==> config.mk <==
export PLATFORM = sky130hd
export DESIGN_NAME = sdram_cpu_bridge_flat
export DESIGN_NICKNAME = d
export VERILOG_FILES = /design/src/rtl/sdram_cpu_bridge_pkg.sv /design/src/rtl/sdram_cpu_bridge_if.sv /design/src/rtl/sdram_cpu_bridge_wr_fifo.sv /design/src/rtl/sdram_cpu_bridge.sv /design/src/flat_wrapper.sv
export SDC_FILE = /design/constraint.sdc
export NUM_CORES = 1
export LEC_CHECK = 0
export CORE_UTILIZATION = 55
export CTS_CLUSTER_DIAMETER = 60
export DETAILED_ROUTE_END_ITERATION = 10
export HOLD_SLACK_MARGIN = 0.15
export PLACE_DENSITY_LB_ADDON = 0.08
export SYNTH_ARGS = -nofsm -noshare
export SYNTH_HDL_FRONTEND = slang
export SYNTH_SLANG_ARGS = --single-unit
==> constraint.sdc <==
create_clock -name clk -period 3.25 [get_ports clk]
set_input_delay 0.325 -clock clk [delete_from_list [all_inputs] [get_ports clk]]
set_output_delay 0.325 -clock clk [all_outputs]
set_load 0.02 [all_outputs]
==> src/rtl/sdram_cpu_bridge_pkg.sv <==
// sdram_bridge_pkg: shared types and helpers for the CPU-to-SDRAM bridge.
package sdram_bridge_pkg;

    typedef enum logic [1:0] {SYNC, IDLE, RD_DRAIN, RD_WAIT} state_t;

    typedef struct packed {
        logic [22:0] a;
        logic [1:0]  ds;
        logic [15:0] d;
    } wr_entry_t;

    function automatic logic [1:0] ds_of(input logic a0);
        return a0 ? 2'b10 : 2'b01;
    endfunction

endpackage

==> src/rtl/sdram_cpu_bridge_if.sv <==
// cpu_bus_if / sdram_port_if: Z80-side byte bus and SDRAM toggle-handshake port.
interface cpu_bus_if;
    logic        cpu_rd;
    logic        cpu_wr;
    logic [23:0] cpu_a;
    logic [7:0]  cpu_din;
    logic [7:0]  cpu_dout;
    logic        cpu_busy;
    modport master(output cpu_rd, cpu_wr, cpu_a, cpu_din, input cpu_dout, cpu_busy);
    modport slave(input cpu_rd, cpu_wr, cpu_a, cpu_din, output cpu_dout, cpu_busy);
endinterface

interface sdram_port_if;
    logic        sdram_req;
    logic        sdram_ack;
    logic        sdram_we;
    logic [22:0] sdram_a;
    logic [1:0]  sdram_ds;
    logic [15:0] sdram_d;
    logic [15:0] sdram_q;
    modport master(output sdram_req, sdram_we, sdram_a, sdram_ds, sdram_d, input sdram_ack, sdram_q);
    modport slave(input sdram_req, sdram_we, sdram_a, sdram_ds, sdram_d, output sdram_ack, sdram_q);
endinterface

==> src/rtl/sdram_cpu_bridge_wr_fifo.sv <==
// sdram_wr_fifo: posted-write queue; occupancy carries one extra bit so full and empty differ.
module sdram_wr_fifo
    import sdram_bridge_pkg::*;
#(
    parameter int FIFO_DEPTH = 2
) (
    input  logic                          clk,
    input  logic                          reset,
    input  logic                          push,
    input  logic                          pop,
    input  wr_entry_t                     din,
    output wr_entry_t                     head,
    output logic                          full,
    output logic                          empty,
    output logic [$clog2(FIFO_DEPTH):0]   count
);
    localparam int AW = $clog2(FIFO_DEPTH);

    wr_entry_t     mem [FIFO_DEPTH];
    logic [AW-1:0] wp;
    logic [AW-1:0] rp;
    logic          do_push;
    logic          do_pop;

    assign full    = count == (AW+1)'(FIFO_DEPTH);
    assign empty   = count == '0;
    assign do_pop  = pop && !empty;
    assign do_push = push && (!full || do_pop);
    assign head    = mem[rp];

    always_ff @(posedge clk) begin
        if (reset) begin
            wp    <= '0;
            rp    <= '0;
            count <= '0;
        end else begin
            if (do_push) wp <= wp + 1'b1;
            if (do_pop) rp <= rp + 1'b1;
            count <= count + (AW+1)'(do_push) - (AW+1)'(do_pop);
        end
    end

    always_ff @(posedge clk) begin
        if (do_push) mem[wp] <= din;
    end

endmodule

==> src/rtl/sdram_cpu_bridge.sv <==
// sdram_cpu_bridge: byte-wide CPU strobes to word SDRAM requests with posted writes and a one-word read cache.
module sdram_cpu_bridge
    import sdram_bridge_pkg::*;
#(
    parameter int FIFO_DEPTH = 2
) (
    input  logic         clk,
    input  logic         reset,
    cpu_bus_if.slave     cpu,
    sdram_port_if.master sdram
);
    localparam int AW = $clog2(FIFO_DEPTH);

    state_t        state;
    state_t        state_n;
    logic          req_q = 1'b0;
    logic          busy_q;
    logic          busy_n;
    logic [7:0]    dout_q;
    logic          we_q;
    logic [22:0]   a_q;
    logic [1:0]    ds_q;
    logic [15:0]   d_q;
    logic          wr_inflight;
    logic          cache_v;
    logic [22:0]   cache_tag;
    logic [15:0]   cache_d;
    logic [22:0]   rd_a;
    logic          rd_b;
    logic          outstanding;
    logic          rd_ok;
    logic          wr_ok;
    logic          hit;
    logic          wr_done;
    logic          issue_wr;
    logic          issue_rd;
    logic          rd_done;
    logic          full;
    logic          empty;
    logic [AW:0]   count;
    logic [AW:0]   lvl_n;
    wr_entry_t     entry;
    wr_entry_t     head;

    sdram_wr_fifo #(.FIFO_DEPTH(FIFO_DEPTH)) u_fifo (
        .clk   (clk),
        .reset (reset),
        .push  (wr_ok),
        .pop   (wr_done),
        .din   (entry),
        .head  (head),
        .full  (full),
        .empty (empty),
        .count (count)
    );

    always_comb begin
        outstanding = req_q != sdram.sdram_ack;
        wr_ok       = cpu.cpu_wr && !busy_q;
        rd_ok       = cpu.cpu_rd && !cpu.cpu_wr && !busy_q;
        hit         = cache_v && cache_tag == cpu.cpu_a[23:1];
        entry       = '{a: cpu.cpu_a[23:1], ds: ds_of(cpu.cpu_a[0]), d: {2{cpu.cpu_din}}};
        wr_done     = wr_inflight && !outstanding;
        issue_wr    = (state == IDLE || state == RD_DRAIN) && !empty && !outstanding && !wr_inflight;
        issue_rd    = state == RD_DRAIN && empty && !outstanding && !wr_inflight;
        rd_done     = state == RD_WAIT && !outstanding;
        lvl_n       = count + (AW+1)'(wr_ok) - (AW+1)'(wr_done);
        state_n     = (state == SYNC)     ? (outstanding ? SYNC : IDLE) :
                      (state == IDLE)     ? ((rd_ok && !hit) ? RD_DRAIN : IDLE) :
                      (state == RD_DRAIN) ? (issue_rd ? RD_WAIT : RD_DRAIN) :
                                            (outstanding ? RD_WAIT : IDLE);
        busy_n      = lvl_n == (AW+1)'(FIFO_DEPTH) || state_n != IDLE;
    end

    always_ff @(posedge clk) begin
        if (reset) begin
            state       <= SYNC;
            busy_q      <= 1'b1;
            dout_q      <= '0;
            we_q        <= 1'b0;
            a_q         <= '0;
            ds_q        <= '0;
            d_q         <= '0;
            wr_inflight <= 1'b0;
            cache_v     <= 1'b0;
            cache_tag   <= '0;
            cache_d     <= '0;
            rd_a        <= '0;
            rd_b        <= 1'b0;
        end else begin
            state  <= state_n;
            busy_q <= busy_n;
            if (issue_wr) begin
                we_q        <= 1'b1;
                a_q         <= head.a;
                ds_q        <= head.ds;
                d_q         <= head.d;
                wr_inflight <= 1'b1;
            end else if (wr_done) begin
                wr_inflight <= 1'b0;
            end
            if (issue_rd) begin
                we_q <= 1'b0;
                a_q  <= rd_a;
                ds_q <= 2'b11;
            end
            // Write-through keeps the cached word coherent with the posted write.
            if (wr_ok && cache_v && cache_tag == cpu.cpu_a[23:1]) begin
                if (cpu.cpu_a[0]) cache_d[15:8] <= cpu.cpu_din;
                else cache_d[7:0] <= cpu.cpu_din;
            end
            if (rd_ok && hit) dout_q <= cpu.cpu_a[0] ? cache_d[15:8] : cache_d[7:0];
            if (rd_ok && !hit) begin
                rd_a <= cpu.cpu_a[23:1];
                rd_b <= cpu.cpu_a[0];
            end
            if (rd_done) begin
                cache_v   <= 1'b1;
                cache_tag <= rd_a;
                cache_d   <= sdram.sdram_q;
                dout_q    <= rd_b ? sdram.sdram_q[15:8] : sdram.sdram_q[7:0];
            end
        end
    end

    // The toggle survives reset so an in-flight request still pairs with its ack.
    always_ff @(posedge clk) begin
        if (!reset && (issue_wr || issue_rd)) req_q <= !req_q;
    end

    assign sdram.sdram_req = req_q;
    assign sdram.sdram_we  = we_q;
    assign sdram.sdram_a   = a_q;
    assign sdram.sdram_ds  = ds_q;
    assign sdram.sdram_d   = d_q;
    assign cpu.cpu_busy    = busy_q;
    assign cpu.cpu_dout    = dout_q;

endmodule

==> src/flat_wrapper.sv <==
// flat-port wrapper written by rule: the top's interface ports become plain ports
module sdram_cpu_bridge_flat import sdram_bridge_pkg::*;
#(
    parameter int FIFO_DEPTH = 2
)
  (clk, reset, cpu_cpu_rd, cpu_cpu_wr, cpu_cpu_a, cpu_cpu_din, cpu_cpu_dout, cpu_cpu_busy, sdram_sdram_req, sdram_sdram_we, sdram_sdram_a, sdram_sdram_ds, sdram_sdram_d, sdram_sdram_ack, sdram_sdram_q);
  cpu_bus_if cpu_i ();
  sdram_port_if sdram_i ();
  input  logic clk;
  input  logic reset;
  input wire logic [$bits(cpu_i.cpu_rd)-1:0] cpu_cpu_rd;
  input wire logic [$bits(cpu_i.cpu_wr)-1:0] cpu_cpu_wr;
  input wire logic [$bits(cpu_i.cpu_a)-1:0] cpu_cpu_a;
  input wire logic [$bits(cpu_i.cpu_din)-1:0] cpu_cpu_din;
  output wire logic [$bits(cpu_i.cpu_dout)-1:0] cpu_cpu_dout;
  output wire logic [$bits(cpu_i.cpu_busy)-1:0] cpu_cpu_busy;
  output wire logic [$bits(sdram_i.sdram_req)-1:0] sdram_sdram_req;
  output wire logic [$bits(sdram_i.sdram_we)-1:0] sdram_sdram_we;
  output wire logic [$bits(sdram_i.sdram_a)-1:0] sdram_sdram_a;
  output wire logic [$bits(sdram_i.sdram_ds)-1:0] sdram_sdram_ds;
  output wire logic [$bits(sdram_i.sdram_d)-1:0] sdram_sdram_d;
  input wire logic [$bits(sdram_i.sdram_ack)-1:0] sdram_sdram_ack;
  input wire logic [$bits(sdram_i.sdram_q)-1:0] sdram_sdram_q;
  assign cpu_i.cpu_rd = cpu_cpu_rd;
  assign cpu_i.cpu_wr = cpu_cpu_wr;
  assign cpu_i.cpu_a = cpu_cpu_a;
  assign cpu_i.cpu_din = cpu_cpu_din;
  assign cpu_cpu_dout = cpu_i.cpu_dout;
  assign cpu_cpu_busy = cpu_i.cpu_busy;
  assign sdram_sdram_req = sdram_i.sdram_req;
  assign sdram_sdram_we = sdram_i.sdram_we;
  assign sdram_sdram_a = sdram_i.sdram_a;
  assign sdram_sdram_ds = sdram_i.sdram_ds;
  assign sdram_sdram_d = sdram_i.sdram_d;
  assign sdram_i.sdram_ack = sdram_sdram_ack;
  assign sdram_i.sdram_q = sdram_sdram_q;
  sdram_cpu_bridge #(.FIFO_DEPTH(FIFO_DEPTH)) u_core (.clk(clk), .reset(reset), .cpu(cpu_i), .sdram(sdram_i));
endmodule
* Word-level counts from Yosys, hierarchy flattened
Memory sizes are Yosys's and may differ from the RTL's. A register that Yosys moved wholly into a read port is not among the register bits.
Index checks and enable logic that the tools add are counted.
** Word-level totals
- Flip-flop bits (word level) :: 123
- Bits in latches :: 0
- Bits in writable memories :: 82
- ROM bits :: 0
- Bits of input ports :: 53
- Output and inout bits :: 52
- Logic and storage cells :: 102
- Memories :: 1
** Memories
- u_core.u_fifo.mem :: words 2, width 41, rd ports 1, clocked after memory_dff 1, write ports 1, line sdram_cpu_bridge_wr_fifo.sv:19 : wr_entry_t mem [FIFO_DEPTH];
** Operators by class
- Add/sub/neg operators :: 6
- Multiply operators :: 0
- Divide/modulo/power cells :: 0
- Order comparisons :: 0
- Eq/ne operators :: 9
- Shift operators :: 0
- Mux-type cells :: 26
- Bitwise logic cells :: 0
- Reduce and logical (&&, ||, !) cells :: 42
** Operators by type and width (number)
- $mux W8 :: 6
- $mux W23 :: 2
- $mux W16 :: 2
- $eq A23 B23 Y1 :: 1
- $logic_and A1 B1 Y1 :: 19
- $mux W2 :: 8
- $reduce_bool A2 Y1 :: 5
- $logic_not A1 Y1 :: 9
- $eq A2 B2 Y1 const B :: 4
- $mux W1 :: 8
- $add A2 B1 Y2 :: 2
- $logic_not A2 Y1 :: 2
- $logic_or A1 B1 Y1 :: 4
- $ne A2 B1 Y1 const B :: 2
- $reduce_and A2 Y1 :: 2
- $sub A2 B1 Y2 :: 2
- $add A1 B1 Y1 const B :: 2
- $eq A2 B1 Y1 const B :: 1
- $reduce_or A2 Y1 :: 1
- $ne A1 B1 Y1 :: 1

* Depth between registers and ports, before layout
Gate-level depths: netlist (run 1).
- Word-level depth :: 10
- Mapped depth :: 10
- Mapped depth without buffers :: 10

* Cells and area by module
A second synthesis (run 1) with hierarchy kept.
** Unflattened totals
- Cells, all modules :: 817
- Area, all modules :: 8843.5 µm²
** By module, submodules not included
- sdram_cpu_bridge :: times used 1, cells each 657, area each 5615.4 µm², seq. area each 2392.3 µm²
- sdram_wr_fifo :: times used 1, cells each 160, area each 3228.1 µm², seq. area each 2562.5 µm²

* Worst setup path after synthesis (run 1)
No wires, ideal clock.
- Path kind :: register -> register
- Start point :: reg u_core.req_q, in the netlist u_core.sdram.sdram_req
- End point :: mem u_core.u_fifo.mem[0][10] (netlist name) (enable)
- Setup time :: 0.423 ns
- Data arrival time :: 2.549 ns
- Data required time :: 2.827 ns
- Path slack :: 0.278 ns
- Cell stages (with the launch flop) :: 6
- Buffers on the path :: 0
- Clock period less this slack :: 2.972 ns
- Cells stage by stage :: edfxtp_1 -> xnor2_1 -> and2_1 -> o21a_1 -> inv_1 -> nor2_1
** On the way
- Longest elaborated chain between the ends :: 8
** Ends and longest elaborated chain
- start: declaration :: line sdram_cpu_bridge.sv:16 : logic req_q = 1'b0;
- start signal: assignment :: line sdram_cpu_bridge.sv:128 : if (!reset && (issue_wr || issue_rd)) req_q <= !req_q;
- $ne A1 B1 Y1 :: line sdram_cpu_bridge.sv:58 : outstanding = req_q != sdram.sdram_ack;
- $logic_not A1 Y1 :: line sdram_cpu_bridge.sv:63 : wr_done = wr_inflight && !outstanding;
- $logic_and A1 B1 Y1 :: line sdram_cpu_bridge.sv:63
- $logic_and A1 B1 Y1 :: line sdram_cpu_bridge_wr_fifo.sv:27 : assign do_pop = pop && !empty;
- $logic_or A1 B1 Y1 :: line sdram_cpu_bridge_wr_fifo.sv:28 : assign do_push = push && (!full || do_pop);
- $logic_and A1 B1 Y1 :: line sdram_cpu_bridge_wr_fifo.sv:28
- $mux W1 :: line sdram_cpu_bridge_wr_fifo.sv:44 : if (do_push) mem[wp] <= din;
- $mux W1 (not written as such) :: line sdram_cpu_bridge_wr_fifo.sv:44
- end: declaration :: line sdram_cpu_bridge_wr_fifo.sv:19
No other way between the ends.

* Final worst setup path (run 1)
- Start point :: in cpu_cpu_a[5]
- End point :: reg u_core.cache_d[0]
** On the way
- Longest elaborated chain between the ends :: 4
** Ends and longest elaborated chain
- start: declaration :: line flat_wrapper.sv:13 : input wire logic [$bits(cpu_i.cpu_a)-1:0] cpu_cpu_a;
- $eq A23 B23 Y1 :: line sdram_cpu_bridge.sv:108 : if (wr_ok && cache_v && cache_tag == cpu.cpu_a[23:1]) begin
- $logic_and A1 B1 Y1 :: line sdram_cpu_bridge.sv:108
- $reduce_bool A2 Y1 (no line)
- $reduce_and A2 Y1 (no line)
- end signal: assignment :: line sdram_cpu_bridge.sv:110 : else cache_d[7:0] <= cpu.cpu_din;
- end signal: assignment :: line sdram_cpu_bridge.sv:120 : cache_d <= sdram.sdram_q;
- end: declaration :: line sdram_cpu_bridge.sv:27 : logic [15:0] cache_d;
No other way between the ends.
A chain may end at the register's enable or synchronous reset.

==> flow_metrics.tcl, run 1 <==
set metrics [dict create \
    relSlewSlack_pct 39.4 \
    cts_root_buf "clkbuf_16" \
    outcome "finished clean" \
    wl_per_cell_um 17.3 \
    worstReg2RegStart "u_core.sdram.sdram_req" \
    ys_seq_area_share_pct 54.6 \
    worst_pin_slew_ns 0.906 \
    ctsHoldBuffers 0 \
    avgSynthCellArea_um2 10.6 \
    h-tree-depth 4 \
    min_path_type "reg -> reg" \
    rows 43 \
    final_cell_mix "120 x nand2_1, 114 x dfxtp_1, 103 x clkdlybuf4s50_1, 73 x mux2i_1, 67 x edfxtp_1" \
    crit_required_ns 3.56 \
    power.share.clock_pct 41.9 \
    die_w_um 122 \
    mappedNetlistArea_um2 7910 \
    cts_setup_buffers 0 \
    rsz0062_at_grt "no" \
    grt_pass1_vias 5590 \
    cts_tree "built" \
    postCtsResizedCells 0 \
    port_buffers 104 \
    p_comb_share_pct 9.4 \
    net-switching-power_mw 1.12 \
    crit_arrival_ns 2.62 \
    path_max_fanout 8 \
    ys.flop_type "dfxtp_1" \
    yosysWarnings 0 \
    finClkSkew_ns 0.00741 \
    grt_pass1_wl_um 28200 \
    synth_nets 809 \
    area_growth_syn_to_layout_pct 22.8 \
    antenna_cells 0 \
    seq_power_share_pct 48.8 \
    nNetsFinal 889 \
    maxCapViolCount 0 \
    power.total_mw 5.09 \
    cts_max_path_buffers 2 \
    place_hpwl_um 11500 \
    die_y_um 122 \
    numCtsBuffers 17 \
    setup_tns_ns 0 \
    postSynthCellCount 748 \
    cts.sinks 182 \
    min_from "u_core.cache_tag[4]" \
    yosysUniqueCellTypes 40 \
    synthArstFlopShare_pct 0 \
    hold_viol_final 0 \
    synth_seq_cells 182 \
    drt_wl_total_um 17700 \
    grt_max_degree 77 \
    die_area_um2 14900 \
    crit_type "in -> reg" \
    end_kind "flop" \
    drtPass1Iterations 5 \
    antenna_found_initial 0 \
    crit_start "cpu_cpu_a[5]" \
    pwr_density_cell_nw_per_um2 524 \
    layout_commonest_cell "nand2_1" \
    fin_crit_sh_pct 70.9 \
    setup_viol 0 \
    leakagePower_nw 3.23 \
    core_um2 13900 \
    ant_nets 0 \
    p_int_mw 3.97 \
    drt_iter0_markers 322 \
    swShare_pct 22.0 \
    drive_above_1_share_pct 8.32 \
    grt_usage_pct 25.0 \
    route.detailed.drc 0 \
    grt_overflow_total 0 \
    clk_pin_slew_ns 0.06 \
    max_freq_mhz 434 \
    insertion_delay_ns 0.43 \
    ir_worst_vdd_mv 0.318 \
    synth-edff-count 67 \
    via_per_inst 5.48 \
    place_congestion 0.780 \
    initial_utilization_pct 56.7 \
    startpoint_type "primary input" \
    drv_slew 0 \
    pin_count 105 \
    min_period_ns 2.31 \
    vias 5600 \
]
sequential cells by signal, summed over array words and instances (netlist names), 8 cells and up, named ones only:
signal,cells
u_core.cpu.cpu_dout,8
u_core.cache_tag,23
u_core.sdram.sdram_a,23
u_core.u_fifo.mem,66
u_core.rd_a,23
u_core.cache_d,16
u_core.sdram.sdram_d,8
Yosys cell counts, types with 2 or more instances:
cell      number  area share, %
mux2_2        16            2.3
buf_6          2           0.28
nand2b_1      56            4.4
a211oi_1      16            1.5
edfxtp_1      67             25
buf_4          8           0.76
nand4_1        6           0.47
and3_1         2           0.16
o21ai_0        3           0.19
and2_1         3           0.24
xor2_1         3           0.33
ha_1           8            1.3
nor2_1        23            1.1
dfxtp_1      115             29
buf_1          8           0.38
nor2b_1       27            2.1
buf_2          5           0.32
xnor2_1       28            3.1
nand2_1      120            5.7
inv_1          9           0.43
clkbuf_1      35            1.7
o211ai_1      23            2.2
mux2i_1       73            9.2
a21oi_1       66            4.2
o21a_1         2           0.19
nor3_1         2           0.13
a41oi_2        2           0.41
a211o_1        8           0.89
cell type report:
class | count | area [um2]
clock buffers | 27 | 546
clock inverters | 5 | 82.6
fillers | 1045 | 4220
inverters | 9 | 33.8
multi-input cells | 499 | 3320
flip-flops and latches | 182 | 4320
well taps | 180 | 225
repair buffers | 119 | 1190
critical path, stage by stage:
cell and delay, ns:
clkdlybuf4s50_1 0.56, xnor2_1 0.16, nand4_1 0.22, nor4_4 0.51, a41oi_2 0.42, mux2_2 0.41
power groups by stage:
stage	logic, mW	clock network (mW)	registers [mW]
3_5_place_dp	0.474	0	2.53
4_1_cts	0.478	2.16	2.48
5_1_grt	0.515	2.25	2.49
3_3_place_gp	0.462	0	2.53
6_report	0.476	2.13	2.48
2_1_floorplan	0.239	0	2.55
metal layers:
metal / wire, um / vias up / track usage (%)
li1: - / 2754 / -
met1: 7960 / 2711 / 31.8
met2: 8900 / 122 / 42.6
met3: 647 / 13 / 4.40
met4: 163 / 0 / 9.10
met5: 0 / - / 0
cell families after synthesis:
| family | after synthesis | synth area share [%] |
|---|---|---|
| muxes | 89 | 11.5 |
| DFF | 182 | 54.6 |
| and+or+nand+nor | 246 | 15.3 |
| buffers and inverters | 67 | 3.83 |
| adders and majority gates | 8 | 1.27 |
| xor gates and xnor gates | 31 | 3.43 |
| AOI/OAI and AO/OA | 125 | 10.1 |
final timing paths:
kind                                       endpoint  slack, ns  cells after the start
worst max-delay path              u_core.cache_d[0]       0.94                      6
worst min-delay path            u_core.cache_tag[4]       0.47                      2
worst min register to register  u_core.cache_tag[4]       0.47                      2
worst max register to register    u_core.cache_d[0]       0.96                      4
per-stage QoR:
step	setup slack [ns]	hold slack, ns	util (%)	std cells	area, um2
detailed placement	0.503	0.461	65.2	989	9080
finish	0.945	0.470	69.7	1021	9710
global route	0.782	0.481	69.7	1021	9710
floorplan	0.278	0.424	-	748	7910
CTS	0.929	0.453	69.7	1021	9710
global placement	0.525	0.451	65.2	989	9080
Note: power is estimated with default switching activity, not from simulation.
==> inputs of run 2 (changes only) <==
==> constraint.sdc (replaced) <==
create_clock -name clk -period 2.2 [get_ports clk]
set_input_delay 0.22 -clock clk [delete_from_list [all_inputs] [get_ports clk]]
set_output_delay 0.22 -clock clk [all_outputs]
set_load 0.02 [all_outputs]
==> run 2 against run 1 <==
Sequential cell count unchanged. Sequential power rose by 48%. Power is 49% higher. Die area is the same. Global-route usage increased by 0.62 points. Final cell count up 3.3%. Clock power rose by 50%. Critical path type is now reg -> reg. Largest cell class unchanged. Highest routed layer unchanged.
==> flow_metrics.tcl, run 2 (synthesized netlist as in run 1, its figures left out) <==
set metrics [dict create \
    path_max_fanout 8 \
    insertion_delay_ns 0.43 \
    setup_tns_ns 0 \
    place_congestion 0.803 \
    place_hpwl_um 11900 \
    drive_above_1_share_pct 12.6 \
    critPathTopFamily "simple AND/OR/NAND/NOR gates" \
    port_buffers 104 \
    area_growth_syn_to_layout_pct 27.2 \
    grt_pass1_wl_um 28700 \
    grt_pass1_vias 5659 \
    ir_worst_vdd_mv 0.516 \
    min_period_ns 2.09 \
    min_path_type "in -> reg" \
    max_freq_mhz 478 \
    die_area_um2 14900 \
    die_y_um 122 \
    pin_count 105 \
    outcome "finished clean" \
    via_per_inst 5.44 \
    maxCapViolCount 0 \
    core_um2 13900 \
    grt_overflow_total 0 \
    final_cell_mix "120 x nand2_1, 114 x dfxtp_1, 103 x clkdlybuf4s50_1, 73 x mux2i_1, 67 x edfxtp_1" \
    rows 43 \
    ctsHoldBuffers 0 \
    power.total_mw 7.61 \
    antenna_cells 0 \
    regMostFlops "u_core.u_fifo.mem" \
    setup_viol 0 \
    cpMaxStageDelayCell "nor4_4" \
    hold_viol_final 0 \
    ant_nets 0 \
    cts_max_path_buffers 2 \
    initial_utilization_pct 56.7 \
    finClkSkew_ns 0.00910 \
    nFillCells 1001 \
    relSlewSlack_pct 60.8 \
    numCtsBuffers 17 \
    pwr_density_cell_nw_per_um2 757 \
    drt_iter0_markers 436 \
    clk_pin_slew_ns 0.06 \
    cpPeakStageDelay_ns 0.42 \
    cts.sinks 182 \
    fin_crit_sh_pct 95.1 \
    startpoint_type "flop" \
    worst_pin_slew_ns 0.588 \
    crit_required_ns 2.51 \
    vias 5743 \
    end_kind "flop" \
    crit_type "reg -> reg" \
    drt_wl_total_um 18100 \
    wl_per_cell_um 17.2 \
    grt_usage_pct 25.7 \
    drv_slew 0 \
    drtPass1Iterations 5 \
    cts_tree "built" \
    crit_arrival_ns 2.41 \
    layout_commonest_cell "nand2_1" \
    crit_chain "xnor2_1 > nand4_1 > nor4_4 > a41oi_2 > mux2_2" \
    cts_root_buf "clkbuf_16" \
    nNetsFinal 923 \
    largest_register_ffs 66 \
    die_w_um 122 \
    grt_max_degree 68 \
    h-tree-depth 4 \
    route.detailed.drc 0 \
    path_buf_inv 0 \
    antenna_found_initial 0 \
    leakagePower_nw 3.42 \
]
==> run 2: cell types whose count changed in the layout (fill, tap and decap cells not counted), moves of 2 or more <==
cell      previous run  this run
buf_12               3         9
clkinv_2             1         4
buf_4               13        41
clkbuf_1             4         1
clkbuf_8             4         2
==> run 2: per-layer routing <==
layer | global-route usage, % | part of all wire (%) | vias to the layer above
met5 | 0 | 0 | -
met4 | 7.56 | 1.1 | 0
met3 | 5.15 | 4.1 | 18
met2 | 43.5 | 50 | 133
met1 | 33.0 | 45 | 2783
li1 | - | - | 2809
==> run 2: final cells by class <==
class                   instances  area (um2)  area share [%]
flip-flops and latches        182        4320            42.9
multi-input cells             499        3340            33.2
repair buffers                153        1520            15.1
clock buffers                  21         482            4.79
well taps                     180         225            2.24
clock inverters                11         144            1.43
inverters                       9        33.8           0.336
==> run 2: power breakdown <==
group / total [mW] / leakage (nW) / switching, mW / internal [mW]
logic: 0.758 / 1.58 / 0.392 / 0.367
registers: 3.67 / 1.54 / 0.0586 / 3.61
clock network: 3.19 / 0.308 / 1.27 / 1.92
total: 7.61 / 3.42 / 1.72 / 5.89
==> run 2: repair_timing <==
action                                  4_1_cts  5_1_grt
buffers inserted                              0        1
resized for setup                             0        2
endpoints found under the setup margin        0        1
==> run 2: final timing paths <==
check | start | endpoint | slack (ns) | cells past startpoint
setup / recovery | u_core.cache_tag[4] | u_core.cache_d[4] | 0.11 | 5
setup reg to reg | u_core.cache_tag[4] | u_core.cache_d[4] | 0.11 | 5
hold / removal | reset | u_core.wr_inflight | 0.28 | 2
hold reg to reg | u_core.cache_tag[11] | u_core.cache_tag[11] | 0.47 | 2
==> run 2: per-stage QoR <==
step                area [um2]  util, %  hold slack, ns  cells  setup WS (ns)
detailed placement        9410     67.5           0.463   1022         -0.245
finish                   10100     72.2           0.280   1055          0.108
CTS                      10000     72.0           0.258   1054          0.106
global route             10100     72.2           0.301   1055        -0.0735
floorplan                 7920        -           0.319    748          0.104
global placement          9410     67.5           0.452   1022         -0.218
